### src/rtl/params_pkg.sv
// Shared types and constants for the multiply execute pipeline.
package params_pkg;

  localparam int REGISTER_WIDTH = 5;
  localparam int DATA_WIDTH     = 32;
  localparam int NUM_STAGES     = 5;

  typedef enum logic [1:0] {
    MUL    = 2'd0,
    MULH   = 2'd1,
    MULHU  = 2'd2,
    MULHSU = 2'd3
  } ex_op_t;

  typedef struct packed {
    logic                      valid;
    ex_op_t                    op;
    logic [REGISTER_WIDTH-1:0] wr_reg;
    logic [DATA_WIDTH-1:0]     data;
  } ex_stage_t;

  // rs1 is treated as signed for MULH and MULHSU.
  function automatic logic rs1_is_signed(ex_op_t op);
    return (op == MULH) || (op == MULHSU);
  endfunction

  // rs2 is treated as signed only for MULH.
  function automatic logic rs2_is_signed(ex_op_t op);
    return (op == MULH);
  endfunction

endpackage

### src/rtl/ex_mul_datapath.sv
// Multiplier datapath for ex1..ex4: operand capture with sign extension,
// four half-width partial products, their sum into the full product,
// and the per-op half select. All stages share one enable.
module ex_mul_datapath
  import params_pkg::*;
#(
  parameter int DATA_WIDTH = params_pkg::DATA_WIDTH
) (
  input  logic                  clk_i,
  input  logic                  rst_i,
  input  logic                  en_i,
  input  ex_op_t                issue_op_i,
  input  logic [DATA_WIDTH-1:0] issue_rs1_val_i,
  input  logic [DATA_WIDTH-1:0] issue_rs2_val_i,
  input  ex_op_t                ex3_op_i,
  output logic [DATA_WIDTH-1:0] ex4_result_o
);

  // Operands are DATA_WIDTH+1 bits once sign/zero extended; the upper piece
  // is HALF+1 bits signed, the lower piece HALF bits unsigned.
  localparam int HALF = DATA_WIDTH / 2;
  localparam int XW   = DATA_WIDTH + 1;
  localparam int PW   = 2 * HALF + 2;
  localparam int PRW  = 2 * DATA_WIDTH;

  logic [XW-1:0]         a_q, b_q;
  logic [PW-1:0]         a_lo_x, a_hi_x, b_lo_x, b_hi_x;
  logic [PW-1:0]         pp_ll_q, pp_lh_q, pp_hl_q, pp_hh_q;
  logic [PRW-1:0]        ll_x, lh_x, hl_x, hh_x;
  logic [PRW-1:0]        product_d, product_q;
  logic [DATA_WIDTH-1:0] result_q;

  // ex1: capture operands, extending each by one bit according to the op.
  always_ff @(posedge clk_i or posedge rst_i) begin
    if (rst_i) begin
      a_q <= '0;
      b_q <= '0;
    end else if (en_i) begin
      a_q <= {rs1_is_signed(issue_op_i) & issue_rs1_val_i[DATA_WIDTH-1], issue_rs1_val_i};
      b_q <= {rs2_is_signed(issue_op_i) & issue_rs2_val_i[DATA_WIDTH-1], issue_rs2_val_i};
    end
  end

  // Split each operand and widen the pieces so products are exact in PW bits.
  always_comb begin
    a_lo_x = {{(PW-HALF){1'b0}}, a_q[HALF-1:0]};
    a_hi_x = {{(PW-HALF-1){a_q[XW-1]}}, a_q[XW-1:HALF]};
    b_lo_x = {{(PW-HALF){1'b0}}, b_q[HALF-1:0]};
    b_hi_x = {{(PW-HALF-1){b_q[XW-1]}}, b_q[XW-1:HALF]};
  end

  // ex2: form the four partial products.
  always_ff @(posedge clk_i or posedge rst_i) begin
    if (rst_i) begin
      pp_ll_q <= '0;
      pp_lh_q <= '0;
      pp_hl_q <= '0;
      pp_hh_q <= '0;
    end else if (en_i) begin
      pp_ll_q <= a_lo_x * b_lo_x;
      pp_lh_q <= a_lo_x * b_hi_x;
      pp_hl_q <= a_hi_x * b_lo_x;
      pp_hh_q <= a_hi_x * b_hi_x;
    end
  end

  // Weighted sum of the partial products, modulo 2^(2*DATA_WIDTH).
  always_comb begin
    ll_x = {{(PRW-PW){pp_ll_q[PW-1]}}, pp_ll_q};
    lh_x = {{(PRW-PW){pp_lh_q[PW-1]}}, pp_lh_q};
    hl_x = {{(PRW-PW){pp_hl_q[PW-1]}}, pp_hl_q};
    hh_x = {{(PRW-PW){pp_hh_q[PW-1]}}, pp_hh_q};
    product_d = ll_x + ((lh_x + hl_x) << HALF) + (hh_x << (2 * HALF));
  end

  // ex3: hold the full product; ex4: keep the half the op asks for.
  always_ff @(posedge clk_i or posedge rst_i) begin
    if (rst_i) begin
      product_q <= '0;
      result_q  <= '0;
    end else if (en_i) begin
      product_q <= product_d;
      result_q  <= (ex3_op_i == MUL) ? product_q[DATA_WIDTH-1:0]
                                     : product_q[PRW-1:DATA_WIDTH];
    end
  end

  assign ex4_result_o = result_q;

endmodule

### src/rtl/ex_pipeline.sv
// Five-stage multiply execute pipeline. Owns the valid/tag shift register,
// the ex5 result register and the occupancy/writeback status outputs.
module ex_pipeline
  import params_pkg::*;
#(
  parameter int REGISTER_WIDTH = params_pkg::REGISTER_WIDTH,
  parameter int DATA_WIDTH     = params_pkg::DATA_WIDTH,
  parameter int NUM_STAGES     = 5
) (
  input  logic                      clk_i,
  input  logic                      rst_i,
  input  logic                      issue_valid_i,
  input  ex_op_t                    issue_op_i,
  input  logic [REGISTER_WIDTH-1:0] issue_wr_reg_i,
  input  logic [DATA_WIDTH-1:0]     issue_rs1_val_i,
  input  logic [DATA_WIDTH-1:0]     issue_rs2_val_i,
  input  logic                      stall_ex_i,
  output logic                      ex1_valid_o,
  output logic                      ex2_valid_o,
  output logic                      ex3_valid_o,
  output logic                      ex4_valid_o,
  output logic                      ex5_valid_o,
  output logic [REGISTER_WIDTH-1:0] ex1_wr_reg_o,
  output logic [REGISTER_WIDTH-1:0] ex2_wr_reg_o,
  output logic [REGISTER_WIDTH-1:0] ex3_wr_reg_o,
  output logic [REGISTER_WIDTH-1:0] ex4_wr_reg_o,
  output logic                      wb_is_next_cycle_o,
  output logic                      wb_valid_o,
  output logic [REGISTER_WIDTH-1:0] wb_wr_reg_o,
  output logic [DATA_WIDTH-1:0]     wb_data_o
);

  // The stage struct is sized from the package, so overrides must agree.
  if (NUM_STAGES != 5) begin : g_bad_depth
    $error("ex_pipeline: NUM_STAGES must be 5");
  end
  if ((DATA_WIDTH != params_pkg::DATA_WIDTH) ||
      (REGISTER_WIDTH != params_pkg::REGISTER_WIDTH)) begin : g_bad_width
    $error("ex_pipeline: widths must match params_pkg");
  end

  ex_stage_t             stage_q [5];
  logic                  advance;
  logic [DATA_WIDTH-1:0] ex4_result;

  assign advance = !stall_ex_i;

  ex_mul_datapath #(
    .DATA_WIDTH(DATA_WIDTH)
  ) u_datapath (
    .clk_i          (clk_i),
    .rst_i          (rst_i),
    .en_i           (advance),
    .issue_op_i     (issue_op_i),
    .issue_rs1_val_i(issue_rs1_val_i),
    .issue_rs2_val_i(issue_rs2_val_i),
    .ex3_op_i       (stage_q[2].op),
    .ex4_result_o   (ex4_result)
  );

  // Shift valid/op/tag down the pipe; ex5 also captures the selected result.
  always_ff @(posedge clk_i or posedge rst_i) begin
    if (rst_i) begin
      for (int k = 0; k < 5; k++) begin
        stage_q[k] <= '0;
      end
    end else if (advance) begin
      stage_q[0] <= '{valid: issue_valid_i, op: issue_op_i,
                      wr_reg: issue_wr_reg_i, data: '0};
      for (int k = 1; k < 4; k++) begin
        stage_q[k] <= stage_q[k-1];
      end
      stage_q[4] <= '{valid: stage_q[3].valid, op: stage_q[3].op,
                      wr_reg: stage_q[3].wr_reg, data: ex4_result};
    end
  end

  assign ex1_valid_o  = stage_q[0].valid;
  assign ex2_valid_o  = stage_q[1].valid;
  assign ex3_valid_o  = stage_q[2].valid;
  assign ex4_valid_o  = stage_q[3].valid;
  assign ex5_valid_o  = stage_q[4].valid;
  assign ex1_wr_reg_o = stage_q[0].wr_reg;
  assign ex2_wr_reg_o = stage_q[1].wr_reg;
  assign ex3_wr_reg_o = stage_q[2].wr_reg;
  assign ex4_wr_reg_o = stage_q[3].wr_reg;

  assign wb_is_next_cycle_o = stage_q[3].valid && advance;
  assign wb_valid_o         = stage_q[4].valid;
  assign wb_wr_reg_o        = stage_q[4].wr_reg;
  assign wb_data_o          = stage_q[4].valid ? stage_q[4].data : '0;

  // Decode must be frozen while execute is stalled; an issue here is lost.
  assert property (@(posedge clk_i) disable iff (rst_i)
                   !(issue_valid_i && stall_ex_i));

endmodule

### config.mk
export PLATFORM = sky130hd
export DESIGN_NAME = ex_pipeline
export DESIGN_NICKNAME = d
export VERILOG_FILES = /design/src/rtl/params_pkg.sv /design/src/rtl/ex_mul_datapath.sv /design/src/rtl/ex_pipeline.sv
export SDC_FILE = /design/constraint.sdc
export NUM_CORES = 2
export LEC_CHECK = 0
export ABC_AREA = 1
export CELL_PAD_IN_SITES_DETAIL_PLACEMENT = 1
export CELL_PAD_IN_SITES_GLOBAL_PLACEMENT = 2
export CORE_MARGIN = 5
export CORE_UTILIZATION = 42
export DETAILED_ROUTE_END_ITERATION = 8
export PLACE_DENSITY = 0.95
export SETUP_SLACK_MARGIN = 0.2
export SLEW_MARGIN = 30
export SYNTH_ARGS = -nofsm -noshare
export SYNTH_HDL_FRONTEND = slang
export SYNTH_SLANG_ARGS = --single-unit
### constraint.sdc
create_clock -name clk_i -period 34.7 [get_ports clk_i]
set_input_delay 6.94 -clock clk_i [delete_from_list [all_inputs] [get_ports clk_i]]
set_output_delay 6.94 -clock clk_i [all_outputs]
set_load 0.1 [all_outputs]
==> summary.txt <==
Outcome: complete, no violations
Nets: 9628
Origin of the critical flop-to-flop path: u_datapath.a_q[32]$_DFFE_PP0N_
Mapped cell area: 61200 µm²
Remaining antenna violation count: 0
Cells after Synth: 8218
Worst slew margin: 0.320
Vias: 52.0k
Fmax achieved: 65.0 MHz
DRT Pass-1 Iters: 5
Vias per cell: 5.17
Ratio of final minimum period to clock period: 0.443
CP max stage cell: clkdlybuf4s50_1
Pin count of the biggest net entering global routing: 209
CTS H-Tree Depth: 2
Final Hold Viols: 0
Pins Over Slew Limit: 0
Avg Inst Size Synth: 7.45 µm²
Data required, critical path: 27.76 ns
Worst setup SP type: primary input
RSZ-0062 raised after global routing: no
Worst-path clk slew: 0.06 ns
CTS buffer count: 47
Detailed-placement wirelength estimate: 160000 µm
IO Pins: 139
Reg-to-reg endpoint: u_datapath.pp_hl_q[33]$_DFFE_PP0N_
Die height: 392 µm
Worst hold start: u_datapath.b_q[30]$_DFFE_PP0N_
Kind of end point of the critical path: primary output
Worst Reg-to-Reg Cells: 21
WL/cell: 20.1 µm
Worst hold path type: flip-flop to flip-flop
Post-synth EDFFs: 0
Initial antenna violation count: 3
Syn. warnings: 0
Area grow syn2layout: 7.41%
Total Routing Usage GR: 0.269
Vias in the first global route: 58.6k
Synth area leaders: fa_1, dfrtp_1, nand2_1, inv_1, ha_1
Syn Nets: 9741
Core footprint: 145000 µm²
Main synth FF type: dfrtp_1
Final setup TNS: 0 ns
CTS tree: yes
Worst path cell trace: buf_8, nor2_1, clkdlybuf4s50_1
Cts-stage hold buffer count: 0
Post-cts resize count: 0
Max stage delay on crit path: 1.14 ns
1st-iter DRT viols: 2781
Final setup violation count: 0
Tmin final: 15.38 ns
Area leader, netlist: fa_1
Chip width: 392 µm
Die Area: 154000 µm²
Hold Crit Depth: 2
Post-CTS Setup Inserts: 0
Worst slew pin tran: 1.02 ns
PnR worst setup slack: 19.32 ns
Share of the synthesized area in the top cell type: 0.316
DRC viols: 0
IO Port Bufs: 138
Post-Route WL: 202000 µm
Crit path kind: primary input to primary output
WP data arrival: 8.44 ns
Layout Cells excl Fill: 10.1k
Maxcap violations: 0
Placed cells: 9971
GP Congestion: 0.913
Grt total ovfl: 0
Worst Path Buf+Inv: 2
Row count: 140
Wire length of the first global-routing pass: 324000 µm
Netlist cell types: 55
CP Max Fanout: 79
Initial Util: 0.422
CTS sink cnt: 362
Post-layout util: 0.453
Fillcell total: 18.2k
Register area share after synthesis: 0.148
Place WS: 19.26 ns
Root buf cell: clkbuf_16
Hold endpoint: u_datapath.b_q[30]$_DFFE_PP0N_
Worst reg2reg setup slack: 28.05 ns
Clk_lat worst skew: 0.66 ns
Yosys reg bits: 362
CTS max path bufs: 3
Crit-path leading delay family: buffers and inverters
Ys async rst share: 1.00
Final Skew: 0.0494 ns
Share of cells above drive strength 1: 0.0387
[Yosys cell counts, types with 3 or more instances]
cell type,count
a21oi_1,289
and3_1,4
nor2_1,328
inv_2,15
o22ai_1,3
or2_2,44
a21oi_2,13
fa_1,966
o21ai_2,11
nor3_2,6
ha_1,482
o21ai_0,252
o211a_1,5
nor2_2,16
a31oi_1,19
buf_2,34
or2_1,16
nand3b_1,10
a211oi_1,3
nand2_2,22
dfrtp_1,362
o31ai_1,10
xor2_1,41
inv_1,2054
a21o_1,18
buf_4,26
a22oi_1,7
o21a_1,4
nand3_2,6
o211ai_1,7
buf_1,12
a21boi_0,6
xnor2_1,35
o21bai_1,34
nor3_1,48
clkbuf_1,302
o21ai_1,19
nand4_1,54
nand2_1,2361
nand3_1,253
[through the flow]
step                      hold WS, ns  cell area (µm²)
after global routing            0.505            65800
after global placement          0.462            64100
after detailed placement        0.469            64100
after floorplan                 0.442            61200
final                           0.482            65800
after CTS                       0.479            65700
[flip-flops by register name, summed over array words and instances, names as in the netlist]
register and count:
ex3_valid_o 1, ex1_valid_o 1, u_datapath.b_q 33, ex2_wr_reg_o 5, u_datapath.pp_hl_q 34, ex1_wr_reg_o 5, u_datapath.a_q 33, u_datapath.pp_hh_q 32
u_datapath.pp_ll_q 32, wb_wr_reg_o 5, stage_q 38, u_datapath.product_q 64, ex3_wr_reg_o 5, ex2_valid_o 1, u_datapath.pp_lh_q 34, u_datapath.ex4_result_o 32
ex5_valid_o 1, ex4_valid_o 1, ex4_wr_reg_o 5
[cells by family after synthesis]
| family | count (synthesis) | synth area share |
|---|---|---|
| simple gates | 3177 | 0.210 |
| buf+inv | 2447 | 0.152 |
| fa+ha+maj | 1448 | 0.414 |
| compound gates | 708 | 0.0646 |
| flops | 362 | 0.148 |
| xor+xnor | 76 | 0.0109 |
[cell usage in the layout (no fill, tap or decap), types with 68 or more instances in the layout]
cell and n:
nand3_1 253, o21ai_0 252, nand2_1 2361, dfrtp_1 350, fa_1 966, inv_1 2053
ha_1 482, nor2_1 328, buf_4 68, a21oi_1 289, clkdlybuf4s50_1 136
[how the worst max path moves through the flow]
stage | cells past startpoint | slack, ns | endpoint | startpoint
2_1_floorplan | 1 | 17.71 | ex1_valid_o$_DFFE_PP0N_ | rst_i
3_3_place_gp | 3 | 19.25 | wb_is_next_cycle_o | stall_ex_i
3_5_place_dp | 3 | 19.26 | wb_is_next_cycle_o | stall_ex_i
4_1_cts | 3 | 19.26 | wb_is_next_cycle_o | stall_ex_i
5_1_grt | 3 | 19.23 | wb_is_next_cycle_o | stall_ex_i
6_report | 3 | 19.32 | wb_is_next_cycle_o | stall_ex_i
[worst register-to-register path, stage by stage (launching register included)]
cell and delay [ns]:
dfrtp_1 0.32, buf_4 0.41, nand2_1 0.27, inv_1 0.16, fa_1 0.55, fa_1 1.02
fa_1 0.58, fa_1 0.52, fa_1 0.50, inv_1 0.05, fa_1 0.48, inv_1 0.05
ha_1 0.34, a21oi_1 0.28, o21ai_0 0.22, a21oi_1 0.27, or2_2 0.16, nand3_1 0.09
inv_1 0.07, nand2_1 0.05, nand3_1 0.07, nand2_1 0.07
[per-layer routing]
layer | track usage | up-vias | share of wire
met5 | 0 | - | 0
met1 | 0.345 | 26676 | 0.43
met3 | 0.0312 | 335 | 0.043
met2 | 0.477 | 1131 | 0.49
li1 | - | 23837 | -
met4 | 0.0797 | 0 | 0.031
[cell type report]
type | instances | area, µm² | share of cell area
Sequential cell | 362 | 9070 | 0.138
Inverter | 2072 | 7790 | 0.119
Multi-Input combinational cell | 5409 | 42800 | 0.651
Timing Repair Buffer | 213 | 2020 | 0.0307
Clock inverter | 24 | 317 | 0.00481
Tap cell | 1917 | 2400 | 0.0365
Antenna cell | 2 | 5.00 | 0.0000761
Clock buffer | 62 | 1320 | 0.0201
Power is not shown: default switching activity piles up to over one toggle a cycle in this logic, so the estimate is an artifact.
